[config.mk]
export PLATFORM = sky130hd
export DESIGN_NAME = id_ex_stage_flat
export DESIGN_NICKNAME = d
export VERILOG_FILES = /design/src/rtl/id_ex_stage_if.sv /design/src/rtl/id_ex_stage.sv /design/src/flat_wrapper.sv
export SDC_FILE = /design/constraint.sdc
export NUM_CORES = 1
export LEC_CHECK = 0
export CORE_AREA = 3 3 139 141
export CTS_BUF_LIST = sky130_fd_sc_hd__clkbuf_4 sky130_fd_sc_hd__clkbuf_8
export DETAILED_ROUTE_END_ITERATION = 16
export DIE_AREA = 0 0 142 144
export GPL_TIMING_DRIVEN = 0
export HOLD_SLACK_MARGIN = 0.15
export PLACE_DENSITY = 0.67
export SLEW_MARGIN = 25
export SYNTH_ARGS = -nofsm -noshare
export SYNTH_HDL_FRONTEND = slang
export SYNTH_SLANG_ARGS = --single-unit
[constraint.sdc]
create_clock -name clock_debug -period 4.8 [get_ports clock_debug]
set_input_delay 0.72 -clock clock_debug [delete_from_list [all_inputs] [get_ports clock_debug]]
set_output_delay 0.72 -clock clock_debug [all_outputs]
set_load 0.005 [all_outputs]
[src/rtl/id_ex_stage_if.sv]
// ID/EX stage bundle: decode-side fields, operand reads, flush, writeback
// mirror, and the registered EX-side outputs plus stall/bubble status.
interface id_ex_stage_if #(
   parameter int unsigned XLEN  = 32,
   parameter int unsigned CNT_W = 16
);
   logic             id_valid;
   logic [XLEN-1:0]  id_pc;
   logic [4:0]       id_rs1;
   logic [4:0]       id_rs2;
   logic [4:0]       id_rd;
   logic             id_uses_rs1;
   logic             id_uses_rs2;
   logic [XLEN-1:0]  id_imm;
   logic [7:0]       id_ctrl;
   logic [XLEN-1:0]  rs1_data;
   logic [XLEN-1:0]  rs2_data;
   logic             flush;
   logic             wb_write;
   logic [4:0]       wb_address;
   logic [XLEN-1:0]  wb_data;

   logic             ex_valid;
   logic [XLEN-1:0]  ex_pc;
   logic [4:0]       ex_rs1;
   logic [4:0]       ex_rs2;
   logic [4:0]       ex_rd;
   logic [XLEN-1:0]  ex_imm;
   logic [7:0]       ex_ctrl;
   logic [XLEN-1:0]  ex_op1;
   logic [XLEN-1:0]  ex_op2;
   logic             stall_out;
   logic [CNT_W-1:0] bubble_count;

   // Pipeline register side.
   modport slave (
      input  id_valid, id_pc, id_rs1, id_rs2, id_rd, id_uses_rs1, id_uses_rs2,
             id_imm, id_ctrl, rs1_data, rs2_data, flush,
             wb_write, wb_address, wb_data,
      output ex_valid, ex_pc, ex_rs1, ex_rs2, ex_rd, ex_imm, ex_ctrl,
             ex_op1, ex_op2, stall_out, bubble_count
   );

   // Decode/control side.
   modport master (
      output id_valid, id_pc, id_rs1, id_rs2, id_rd, id_uses_rs1, id_uses_rs2,
             id_imm, id_ctrl, rs1_data, rs2_data, flush,
             wb_write, wb_address, wb_data,
      input  ex_valid, ex_pc, ex_rs1, ex_rs2, ex_rd, ex_imm, ex_ctrl,
             ex_op1, ex_op2, stall_out, bubble_count
   );
endinterface

[src/rtl/id_ex_stage.sv]
// ID/EX pipeline register with load-use hazard detection, bubble insertion
// and a saturating bubble counter.
// Optional feature: define ID_EX_WB_BYPASS_EN to forward the writeback port
// into the captured operands (x0 still reads as zero).
module id_ex_stage #(
   parameter int unsigned XLEN  = 32,
   parameter int unsigned CNT_W = 16
) (
   input  logic          clock_debug,
   input  logic          reset,
   id_ex_stage_if.slave  bus
);

   logic             ex_valid_q, ex_valid_d;
   logic [XLEN-1:0]  ex_pc_q,    ex_pc_d;
   logic [4:0]       ex_rs1_q,   ex_rs1_d;
   logic [4:0]       ex_rs2_q,   ex_rs2_d;
   logic [4:0]       ex_rd_q,    ex_rd_d;
   logic [XLEN-1:0]  ex_imm_q,   ex_imm_d;
   logic [7:0]       ex_ctrl_q,  ex_ctrl_d;
   logic [XLEN-1:0]  ex_op1_q,   ex_op1_d;
   logic [XLEN-1:0]  ex_op2_q,   ex_op2_d;
   logic [CNT_W-1:0] cnt_q,      cnt_d;

   logic             hazard_c;
   logic             bubble_c;
   logic [XLEN-1:0]  op1_c;
   logic [XLEN-1:0]  op2_c;

   // Load in EX whose destination is read by the live decode instruction.
   always_comb begin
      hazard_c = ex_valid_q & ex_ctrl_q[1] & (ex_rd_q != 5'd0) & bus.id_valid &
                 ((bus.id_uses_rs1 & (bus.id_rs1 == ex_rd_q)) |
                  (bus.id_uses_rs2 & (bus.id_rs2 == ex_rd_q)));
      bubble_c = bus.flush | hazard_c;
   end

   // Flush kills the decode instruction, so it never needs to be held.
   assign bus.stall_out = hazard_c & ~bus.flush & ~reset;

   // Operand selection: x0 reads zero, otherwise (optionally) writeback bypass.
   always_comb begin
      op1_c = bus.rs1_data;
      op2_c = bus.rs2_data;
`ifdef ID_EX_WB_BYPASS_EN
      if (bus.wb_write && (bus.wb_address != 5'd0) && (bus.wb_address == bus.id_rs1))
         op1_c = bus.wb_data;
      if (bus.wb_write && (bus.wb_address != 5'd0) && (bus.wb_address == bus.id_rs2))
         op2_c = bus.wb_data;
`endif
      if (bus.id_rs1 == 5'd0) op1_c = '0;
      if (bus.id_rs2 == 5'd0) op2_c = '0;
   end

`ifndef ID_EX_WB_BYPASS_EN
   logic unused_wb;
   assign unused_wb = ^{bus.wb_write, bus.wb_address, bus.wb_data};
`endif

   // Next EX register contents: bubble (all zero) or the decode fields.
   always_comb begin
      ex_valid_d = 1'b0;
      ex_pc_d    = '0;
      ex_rs1_d   = '0;
      ex_rs2_d   = '0;
      ex_rd_d    = '0;
      ex_imm_d   = '0;
      ex_ctrl_d  = '0;
      ex_op1_d   = '0;
      ex_op2_d   = '0;
      cnt_d      = cnt_q;
      if (!bubble_c) begin
         ex_valid_d = bus.id_valid;
         ex_pc_d    = bus.id_pc;
         ex_rs1_d   = bus.id_rs1;
         ex_rs2_d   = bus.id_rs2;
         ex_rd_d    = bus.id_rd;
         ex_imm_d   = bus.id_imm;
         ex_ctrl_d  = bus.id_valid ? bus.id_ctrl : 8'd0;
         ex_op1_d   = op1_c;
         ex_op2_d   = op2_c;
      end
      if (bubble_c && bus.id_valid && (cnt_q != {CNT_W{1'b1}}))
         cnt_d = cnt_q + CNT_W'(1);
   end

   // EX register and counter, synchronous reset.
   always_ff @(posedge clock_debug) begin
      if (reset) begin
         ex_valid_q <= 1'b0;
         ex_pc_q    <= '0;
         ex_rs1_q   <= '0;
         ex_rs2_q   <= '0;
         ex_rd_q    <= '0;
         ex_imm_q   <= '0;
         ex_ctrl_q  <= '0;
         ex_op1_q   <= '0;
         ex_op2_q   <= '0;
         cnt_q      <= '0;
      end else begin
         ex_valid_q <= ex_valid_d;
         ex_pc_q    <= ex_pc_d;
         ex_rs1_q   <= ex_rs1_d;
         ex_rs2_q   <= ex_rs2_d;
         ex_rd_q    <= ex_rd_d;
         ex_imm_q   <= ex_imm_d;
         ex_ctrl_q  <= ex_ctrl_d;
         ex_op1_q   <= ex_op1_d;
         ex_op2_q   <= ex_op2_d;
         cnt_q      <= cnt_d;
      end
   end

   assign bus.ex_valid     = ex_valid_q;
   assign bus.ex_pc        = ex_pc_q;
   assign bus.ex_rs1       = ex_rs1_q;
   assign bus.ex_rs2       = ex_rs2_q;
   assign bus.ex_rd        = ex_rd_q;
   assign bus.ex_imm       = ex_imm_q;
   assign bus.ex_ctrl      = ex_ctrl_q;
   assign bus.ex_op1       = ex_op1_q;
   assign bus.ex_op2       = ex_op2_q;
   assign bus.bubble_count = cnt_q;

endmodule

[src/flat_wrapper.sv]
// flat-port wrapper written by rule: the top's interface ports become plain ports
module id_ex_stage_flat 
#(
   parameter int unsigned XLEN  = 32,
   parameter int unsigned CNT_W = 16
)
  (clock_debug, reset, bus_id_valid, bus_id_pc, bus_id_rs1, bus_id_rs2, bus_id_rd, bus_id_uses_rs1, bus_id_uses_rs2, bus_id_imm, bus_id_ctrl, bus_rs1_data, bus_rs2_data, bus_flush, bus_wb_write, bus_wb_address, bus_wb_data, bus_ex_valid, bus_ex_pc, bus_ex_rs1, bus_ex_rs2, bus_ex_rd, bus_ex_imm, bus_ex_ctrl, bus_ex_op1, bus_ex_op2, bus_stall_out, bus_bubble_count);
  id_ex_stage_if #(.XLEN(XLEN), .CNT_W(CNT_W)) bus_i ();
  input  logic clock_debug;
  input  logic reset;
  input wire logic [$bits(bus_i.id_valid)-1:0] bus_id_valid;
  input wire logic [$bits(bus_i.id_pc)-1:0] bus_id_pc;
  input wire logic [$bits(bus_i.id_rs1)-1:0] bus_id_rs1;
  input wire logic [$bits(bus_i.id_rs2)-1:0] bus_id_rs2;
  input wire logic [$bits(bus_i.id_rd)-1:0] bus_id_rd;
  input wire logic [$bits(bus_i.id_uses_rs1)-1:0] bus_id_uses_rs1;
  input wire logic [$bits(bus_i.id_uses_rs2)-1:0] bus_id_uses_rs2;
  input wire logic [$bits(bus_i.id_imm)-1:0] bus_id_imm;
  input wire logic [$bits(bus_i.id_ctrl)-1:0] bus_id_ctrl;
  input wire logic [$bits(bus_i.rs1_data)-1:0] bus_rs1_data;
  input wire logic [$bits(bus_i.rs2_data)-1:0] bus_rs2_data;
  input wire logic [$bits(bus_i.flush)-1:0] bus_flush;
  input wire logic [$bits(bus_i.wb_write)-1:0] bus_wb_write;
  input wire logic [$bits(bus_i.wb_address)-1:0] bus_wb_address;
  input wire logic [$bits(bus_i.wb_data)-1:0] bus_wb_data;
  output wire logic [$bits(bus_i.ex_valid)-1:0] bus_ex_valid;
  output wire logic [$bits(bus_i.ex_pc)-1:0] bus_ex_pc;
  output wire logic [$bits(bus_i.ex_rs1)-1:0] bus_ex_rs1;
  output wire logic [$bits(bus_i.ex_rs2)-1:0] bus_ex_rs2;
  output wire logic [$bits(bus_i.ex_rd)-1:0] bus_ex_rd;
  output wire logic [$bits(bus_i.ex_imm)-1:0] bus_ex_imm;
  output wire logic [$bits(bus_i.ex_ctrl)-1:0] bus_ex_ctrl;
  output wire logic [$bits(bus_i.ex_op1)-1:0] bus_ex_op1;
  output wire logic [$bits(bus_i.ex_op2)-1:0] bus_ex_op2;
  output wire logic [$bits(bus_i.stall_out)-1:0] bus_stall_out;
  output wire logic [$bits(bus_i.bubble_count)-1:0] bus_bubble_count;
  assign bus_i.id_valid = bus_id_valid;
  assign bus_i.id_pc = bus_id_pc;
  assign bus_i.id_rs1 = bus_id_rs1;
  assign bus_i.id_rs2 = bus_id_rs2;
  assign bus_i.id_rd = bus_id_rd;
  assign bus_i.id_uses_rs1 = bus_id_uses_rs1;
  assign bus_i.id_uses_rs2 = bus_id_uses_rs2;
  assign bus_i.id_imm = bus_id_imm;
  assign bus_i.id_ctrl = bus_id_ctrl;
  assign bus_i.rs1_data = bus_rs1_data;
  assign bus_i.rs2_data = bus_rs2_data;
  assign bus_i.flush = bus_flush;
  assign bus_i.wb_write = bus_wb_write;
  assign bus_i.wb_address = bus_wb_address;
  assign bus_i.wb_data = bus_wb_data;
  assign bus_ex_valid = bus_i.ex_valid;
  assign bus_ex_pc = bus_i.ex_pc;
  assign bus_ex_rs1 = bus_i.ex_rs1;
  assign bus_ex_rs2 = bus_i.ex_rs2;
  assign bus_ex_rd = bus_i.ex_rd;
  assign bus_ex_imm = bus_i.ex_imm;
  assign bus_ex_ctrl = bus_i.ex_ctrl;
  assign bus_ex_op1 = bus_i.ex_op1;
  assign bus_ex_op2 = bus_i.ex_op2;
  assign bus_stall_out = bus_i.stall_out;
  assign bus_bubble_count = bus_i.bubble_count;
  id_ex_stage #(.XLEN(XLEN), .CNT_W(CNT_W)) u_core (.clock_debug(clock_debug), .reset(reset), .bus(bus_i));
endmodule
==> results of run 1 <==
-- placed cells by master (no fill, tap or decap), types with 2 or more instances in the layout --
cell type        count
clkdlybuf4s50_1    325
dfxtp_1            168
and2_1             144
clkbuf_1            19
clkbuf_8            19
a21oi_1             15
or4_1               12
and3_1              12
nand2_1             11
xnor2_1             10
nand3_1             10
o31ai_1              9
o21ai_0              5
inv_6                5
nor2_1               4
nand4_1              3
nor2b_1              3
inv_1                3
nor3_1               2
o21a_1               2
buf_6                2
clkbuf_2             2
or3_1                2
clkinvlp_4           2
inv_8                2
clkinv_4             2
-- worst max-delay path: stages --
cell and delay (ps):
clkdlybuf4s50_1 570, xnor2_1 140, nand4_1 120, o22ai_2 300, nand2_1 90, nor3_1 180, clkdlybuf4s50_1 550
-- registers in the layout, indices dropped and copies added, names as in the netlist, 5 cells and up --
name / flops
u_core.bus.ex_rs1: 5
u_core.bus.bubble_count: 16
u_core.bus.ex_pc: 32
u_core.bus.ex_rs2: 5
u_core.bus.ex_imm: 32
u_core.bus.ex_op2: 32
u_core.bus.ex_op1: 32
u_core.bus.ex_ctrl: 8
u_core.bus.ex_rd: 5
-- path summary, 6_finish.rpt --
path | start | to | cells past startpoint
hold / removal | u_core.bus.bubble_count[8] | u_core.bus.bubble_count[8] | 2
setup reg to reg | u_core.bus.ex_rd[1] | u_core.bus.ex_op1[3] | 7
hold reg to reg | u_core.bus.bubble_count[8] | u_core.bus.bubble_count[8] | 2
setup / recovery | bus_id_rs1[1] | bus_stall_out | 7
-- routing by layer --
layer  part of all wire  vias up  GRT usage
met1               0.40     1884     0.1728
met4              0.018        0    0.05606
met5                  0        -          0
met2               0.48      198     0.2445
li1                   -     2158          -
met3               0.10       16    0.08135
-- cells by family after synthesis --
kind of cell,after synthesis
xor gates and xnor gates,10
and+or+nand+nor,208
buffers and inverters,27
muxes,1
AOI/OAI and AO/OA,36
adders and majority gates,1
DFF,168
-- power by group --
group | switching [mW] | total (mW) | internal (mW)
logic | 0.0888 | 0.315 | 0.226
registers | 0.0166 | 1.46 | 1.44
clock network | 0.550 | 1.01 | 0.455
-- final cells by class --
class | count | area (sq um) | share of cell area
flip-flops and latches | 168 | 3363 | 0.3714
repair buffers | 325 | 3253 | 0.3593
multi-input cells | 256 | 1634 | 0.1805
well taps | 229 | 286.5 | 0.03164
clock buffers | 19 | 261.5 | 0.02888
clock inverters | 13 | 133.9 | 0.01479
plain buffers | 24 | 108.9 | 0.01202
inverters | 3 | 11.26 | 0.001244
diodes | 1 | 2.502 | 0.0002764
==> reports/qor.txt, run 1 <==
Placed Instance Area: 8657 sq um
Net count, final: 991
most frequent cells after synthesis: dfxtp_1, and2_1, clkbuf_1
Rows: 49
CP max FO: 3
I/O Buffers: 325
PostCTS Resize Cnt: 0
Vias/cell: 4.100
Inst Count DP: 1,005
GRT Total Usage: 0.1524
Worst setup SP type: input pin
library cells used by synthesis: 33
setup bufs post-CTS: 0
status: finished, final reports clean
endpoints failing hold: 0
Post-Synth Simple-Gate Area: 0.2494
Post-synth EDFFs: 0
first-pass GRT wire length: 23,620 microns
CTS Hold Buffers Added: 0
HPWL Detailed: 12,710 microns
clock sinks: 168
ys async rst share: 0
ratio of cells with drive above 1 in the final layout: 0.05198
die height: 144 microns
root buffer cell: clkbuf_8
Static Leak: 3.418 nW
main combinational cell family by area after synthesis: simple AND/OR/NAND/NOR gates
Vias: 4,256
routed wire length: 16,000 microns
Die Width: 142 microns
Slew Limit Headroom: 0.6241
RSZ-0062 raised after global routing: false
Max Clock Skew: 11.29 ps
Yosys top cell area share: 0.6572
Hold Slack: 493.6 ps
r2r setup slk: 2380 ps
vias in the first global route: 4,192
post-synth net total: 647
YS warnings: 0
nature of the critical path endpoint: output pin
H-tree levels: 4
Clk Latency, worst-skew pair: 440 ps
CTS tree: done
clock period minus worst slack: 3396 ps
Hold/Removal Path Class: reg2reg
Synth area leader: dfxtp_1
final setup TNS: 0 ps
max-cap viol count: 0
drt pass-1 iters: 4
clock tree buffer depth: 2
Tot Pwr: 2.781 mW
largest net degree at the start of global routing: 17
Final setup violation count: 0
post-synthesis xor/xnor area fraction: 0.01711
Area contributors post-synth: dfxtp_1, and2_1, or4_1
Slew Limit Fails: 0
utilization after layout: 0.5007
Mapped Area: 5117 sq um
setup slack after layout: 1404 ps
total die area: 20,450 sq um
Avg WL per Cell: 15.42 microns
gpl congestion: 0.7893
Syn Area/Cell: 11.35 sq um
worst vdd ir: 0.1837 mV
top-count cell post-synth: dfxtp_1
mux contribution to synthesized area: 0.002200
critical path arrival: 2680 ps
DRC Markers: 0
non-filler cells, final: 1,038
initial DRC count: 106
clk slew on worst S/H paths: 90 ps
actual slew at the worst max-slew pin: 562.0 ps
antenna violations before repair: 1
Setup CP Type: in2out
post-route ant nets: 0
WP data required: 4080 ps
Num CTS Buffers: 17
FF+latch count, synth: 168
Syn Inst Count: 451
highest clock rate: 294.5 MHz
Overflow after GRT: 0
Area growth syn-to-layout: 76.94%
adder-cell share of the synthesized area: 0.002445
initial core utilization: 0.2829
dpl ws: 1420 ps
post-synthesis compound-gate area fraction: 0.04817
I/O pins: 364
fin crit share: 0.7074
fillcell total: 1,660
core area: 18,090 sq um
Final Cell Area: 9055 sq um
Post-synth top flop: dfxtp_1
register area share after synthesis: 0.6572
PwrDens: 307.1 nW/um^2
No activity file was read; power rests on OpenSTA's default activity.
==> run 2, diff against run 1 <==
clock period = 3.3 ns   (was 4.8 ns; I/O delays follow)
==> results of run 2 <==
Same layout as run 1 (identical final DEF). Status: finished, final reports clean.
Among the figures that moved: setup slack after placement 1420 ps -> 158.8 ps; setup slack after layout 1404 ps -> 354.4 ps; register-to-register setup slack 2380 ps -> 880 ps; total power 2.781 mW -> 4.045 mW; worst IR drop on VDD 0.1837 mV -> 0.2672 mV
==> run 3, diff against run 2 <==
CORE_AREA = 4 4 138 140   (was 3 3 139 141)
DONT_BUFFER_PORTS = 1   (was default)
PLACE_DENSITY = default   (was 0.67)
==> run 3 against run 2 <==
Maximum frequency up 17%. Setup slack better by 440 ps. Clock skew up 7.0 ps. Sequential share of layout area up 12 points. Routed wire length down 2.4%. Clock power about the same. Combinational power down 52%. Sequential cell count unchanged. Worst hold slack worse by 310 ps. Non-clock buffer count down 215. Critical endpoint is now u_core.bus.ex_imm[15].
==> reports/qor.txt, run 3 (synthesized netlist as in run 1, its figures left out) <==
status: finished, final reports clean
met1 WL: 5441 microns (-14%)
I/O pins: 364 (unchanged)
r2r setup slk: 790 ps
HPWL Detailed: 11,190 microns (-12%)
setup bufs post-CTS: 0 (unchanged)
multi-input logic area: 1634 sq um (unchanged)
non-filler cells, final: 822 (-21%)
Inst Count DP: 680 (-32%)
max-cap viol count: 0 (unchanged)
core area: 17,840 sq um (-1.4%)
clock period minus worst slack: 2510 ps
gpl congestion: 0.8475 (+7.4%)
Clk Latency, worst-skew pair: 440 ps (about the same)
clock sinks: 168 (unchanged)
drt pass-1 iters: 4 (unchanged)
H-tree levels: 4 (unchanged)
endpoints failing hold: 0 (unchanged)
Slew Limit Headroom: 0.4839 (-0.1402)
Slew Limit Fails: 0 (unchanged)
Avg WL per Cell: 18.99 microns (+23%)
final setup TNS: 0 ps (unchanged)
critical path arrival: 2890 ps
Area growth syn-to-layout: 34.82%
Hold/Removal Path Class: in2reg
initial DRC count: 144 (+36%)
register area: 3363 sq um (unchanged)
most frequent cells in the layout: dfxtp_1, and2_1, dlygate4sd3_1, clkbuf_1, clkbuf_8
Vias: 3,663 (-14%)
PwrDens: 554.6 nW/um^2
top sig layer: met4
FF-to-FF path depth: 7 (unchanged)
Hold Path Sink: u_core.bus.ex_pc[13]
WP data required: 3680 ps
clock tree buffer depth: 2 (unchanged)
die height: 144 microns (unchanged)
actual slew at the worst max-slew pin: 771.7 ps (+209.6 ps)
total die area: 20,450 sq um (unchanged)
met2 routed WL: 8254 microns (+7.1%)
clk slew on worst S/H paths: 100 ps (about the same)
routed wl met3: 1648 microns (-1.8%)
DRC Markers: 0 (unchanged)
Overflow after GRT: 0 (unchanged)
hold path start: bus_id_pc[13]
routed wire length: 15,610 microns (-2.4%)
GRT Total Usage: 0.1454 (-0.007058)
initial core utilization: 0.2868 (+0.003889)
CP max FO: 10 (+7)
I/O Buffers: 0 (-100%)
CTS tree: done
Final setup violation count: 0 (unchanged)
Placed Instance Area: 5404 sq um (-38%)
PostCTS Resize Cnt: 0 (unchanged)
Static Leak: 2.671 nW (-22%)
first-pass GRT wire length: 22,390 microns (-5.2%)
hold path depth: 1 (-1)
worst r2r dst: u_core.bus.ex_imm[15]
root buffer cell: clkbuf_8
FF-to-FF Start: u_core.bus.ex_rd[3]
Max Clock Skew: 18.25 ps (+6.955 ps)
Rows: 49 (unchanged)
post-route ant nets: 0 (unchanged)
worst vdd ir: 0.3109 mV
nature of the critical path endpoint: flip-flop
ant diodes: 0 (-1)
fillcell total: 1,657 (-0.18%)
Worst setup SP type: flip-flop
highest clock rate: 398.4 MHz
Setup CP Type: reg2reg
fin crit share: 0.7606
Vias/cell: 4.456 (+8.7%)
Final Cell Area: 6899 sq um (-24%)
vias in the first global route: 3,802 (-9.3%)
Num CTS Buffers: 17 (unchanged)
Die Width: 142 microns (unchanged)
largest net degree at the start of global routing: 17 (unchanged)
antenna violations before repair: 0 (-1)
RSZ-0062 raised after global routing: false
ratio of cells with drive above 1 in the final layout: 0.07083 (+0.01885)
Net count, final: 776 (-22%)
commonest non-fill, non-tap cell in the layout: dfxtp_1
run 3: changes by cell type in the layout (fill, tap and decap cells not counted), sizes merged:
| cell | previous run | this run |
|---|---|---|
| clkdlybuf4s50 | 325 | 0 |
| clkinv | 3 | 2 |
| clkinvlp | 2 | 3 |
| diode | 1 | 0 |
| dlygate4sd3 | 0 | 110 |
run 3: layer usage:
layer,vias to the layer above,global-route usage
met5,-,0
met4,0,0.04899
met3,23,0.07110
met2,210,0.2542
met1,1707,0.1533
li1,1723,-
run 3: what timing repair did:
item	in CTS	in global routing
hold endpoints to repair	104	6
endpoints found under the setup margin	0	0
hold buffers	104	6
run 3: area by class of cell:
cell class	count	area share
clock inverters	13	0.01922
repair buffers	110	0.1596
inverters	3	0.001632
plain buffers	24	0.01578
flip-flops and latches	168	0.4875
clock buffers	19	0.03790
multi-input cells	256	0.2369
well taps	229	0.04153
run 3: how the worst max path moves through the flow:
stage,end,cells past startpoint,slack (ps),startpoint
3_5_place_dp,u_core.bus.ex_op1[4],7,760,u_core.bus.ex_rd[4]
4_1_cts,u_core.bus.ex_op1[27],7,740,u_core.bus.ex_rd[4]
6_report,u_core.bus.ex_imm[15],7,790,u_core.bus.ex_rd[3]
3_3_place_gp,u_core.bus.ex_op1[4],7,790,u_core.bus.ex_rd[4]
2_1_floorplan,u_core.bus.bubble_count[6],7,1360,bus_id_rs1[1]
5_1_grt,u_core.bus.ex_imm[19],7,580,u_core.bus.ex_rd[3]
run 3: metrics by stage:
| stage | hold WS [ps] | power, mW | setup WS [ps] | util |
|---|---|---|---|---|
| after CTS | 150.4 | 3.856 | 742.0 | 0.3833 |
| after global placement | 494.8 | 2.313 | 791.9 | 0.3029 |
| after global routing | 153.4 | 3.973 | 580.0 | 0.3867 |
| final | 185.8 | 3.826 | 789.9 | 0.3867 |
| after floorplan | 463.4 | 2.269 | 1361 | - |
| after detailed placement | 507.6 | 2.319 | 760.3 | 0.3029 |
run 3: report_power, final:
group | leakage (nW) | switching [mW] | total (mW) | internal [mW]
clock | 0.194 | 0.791 | 1.45 | 0.660
sequential | 1.38 | 0.0519 | 2.15 | 2.10
combinational | 1.10 | 0.0823 | 0.222 | 0.140
run 3: worst max-delay path: stages, from the launching register on:
cell and delay (ps):
dfxtp_1 500, xnor2_1 110, nand4_1 90, o22ai_2 170, a211oi_4 720, clkbuf_1 420, clkbuf_2 270, and2_1 160
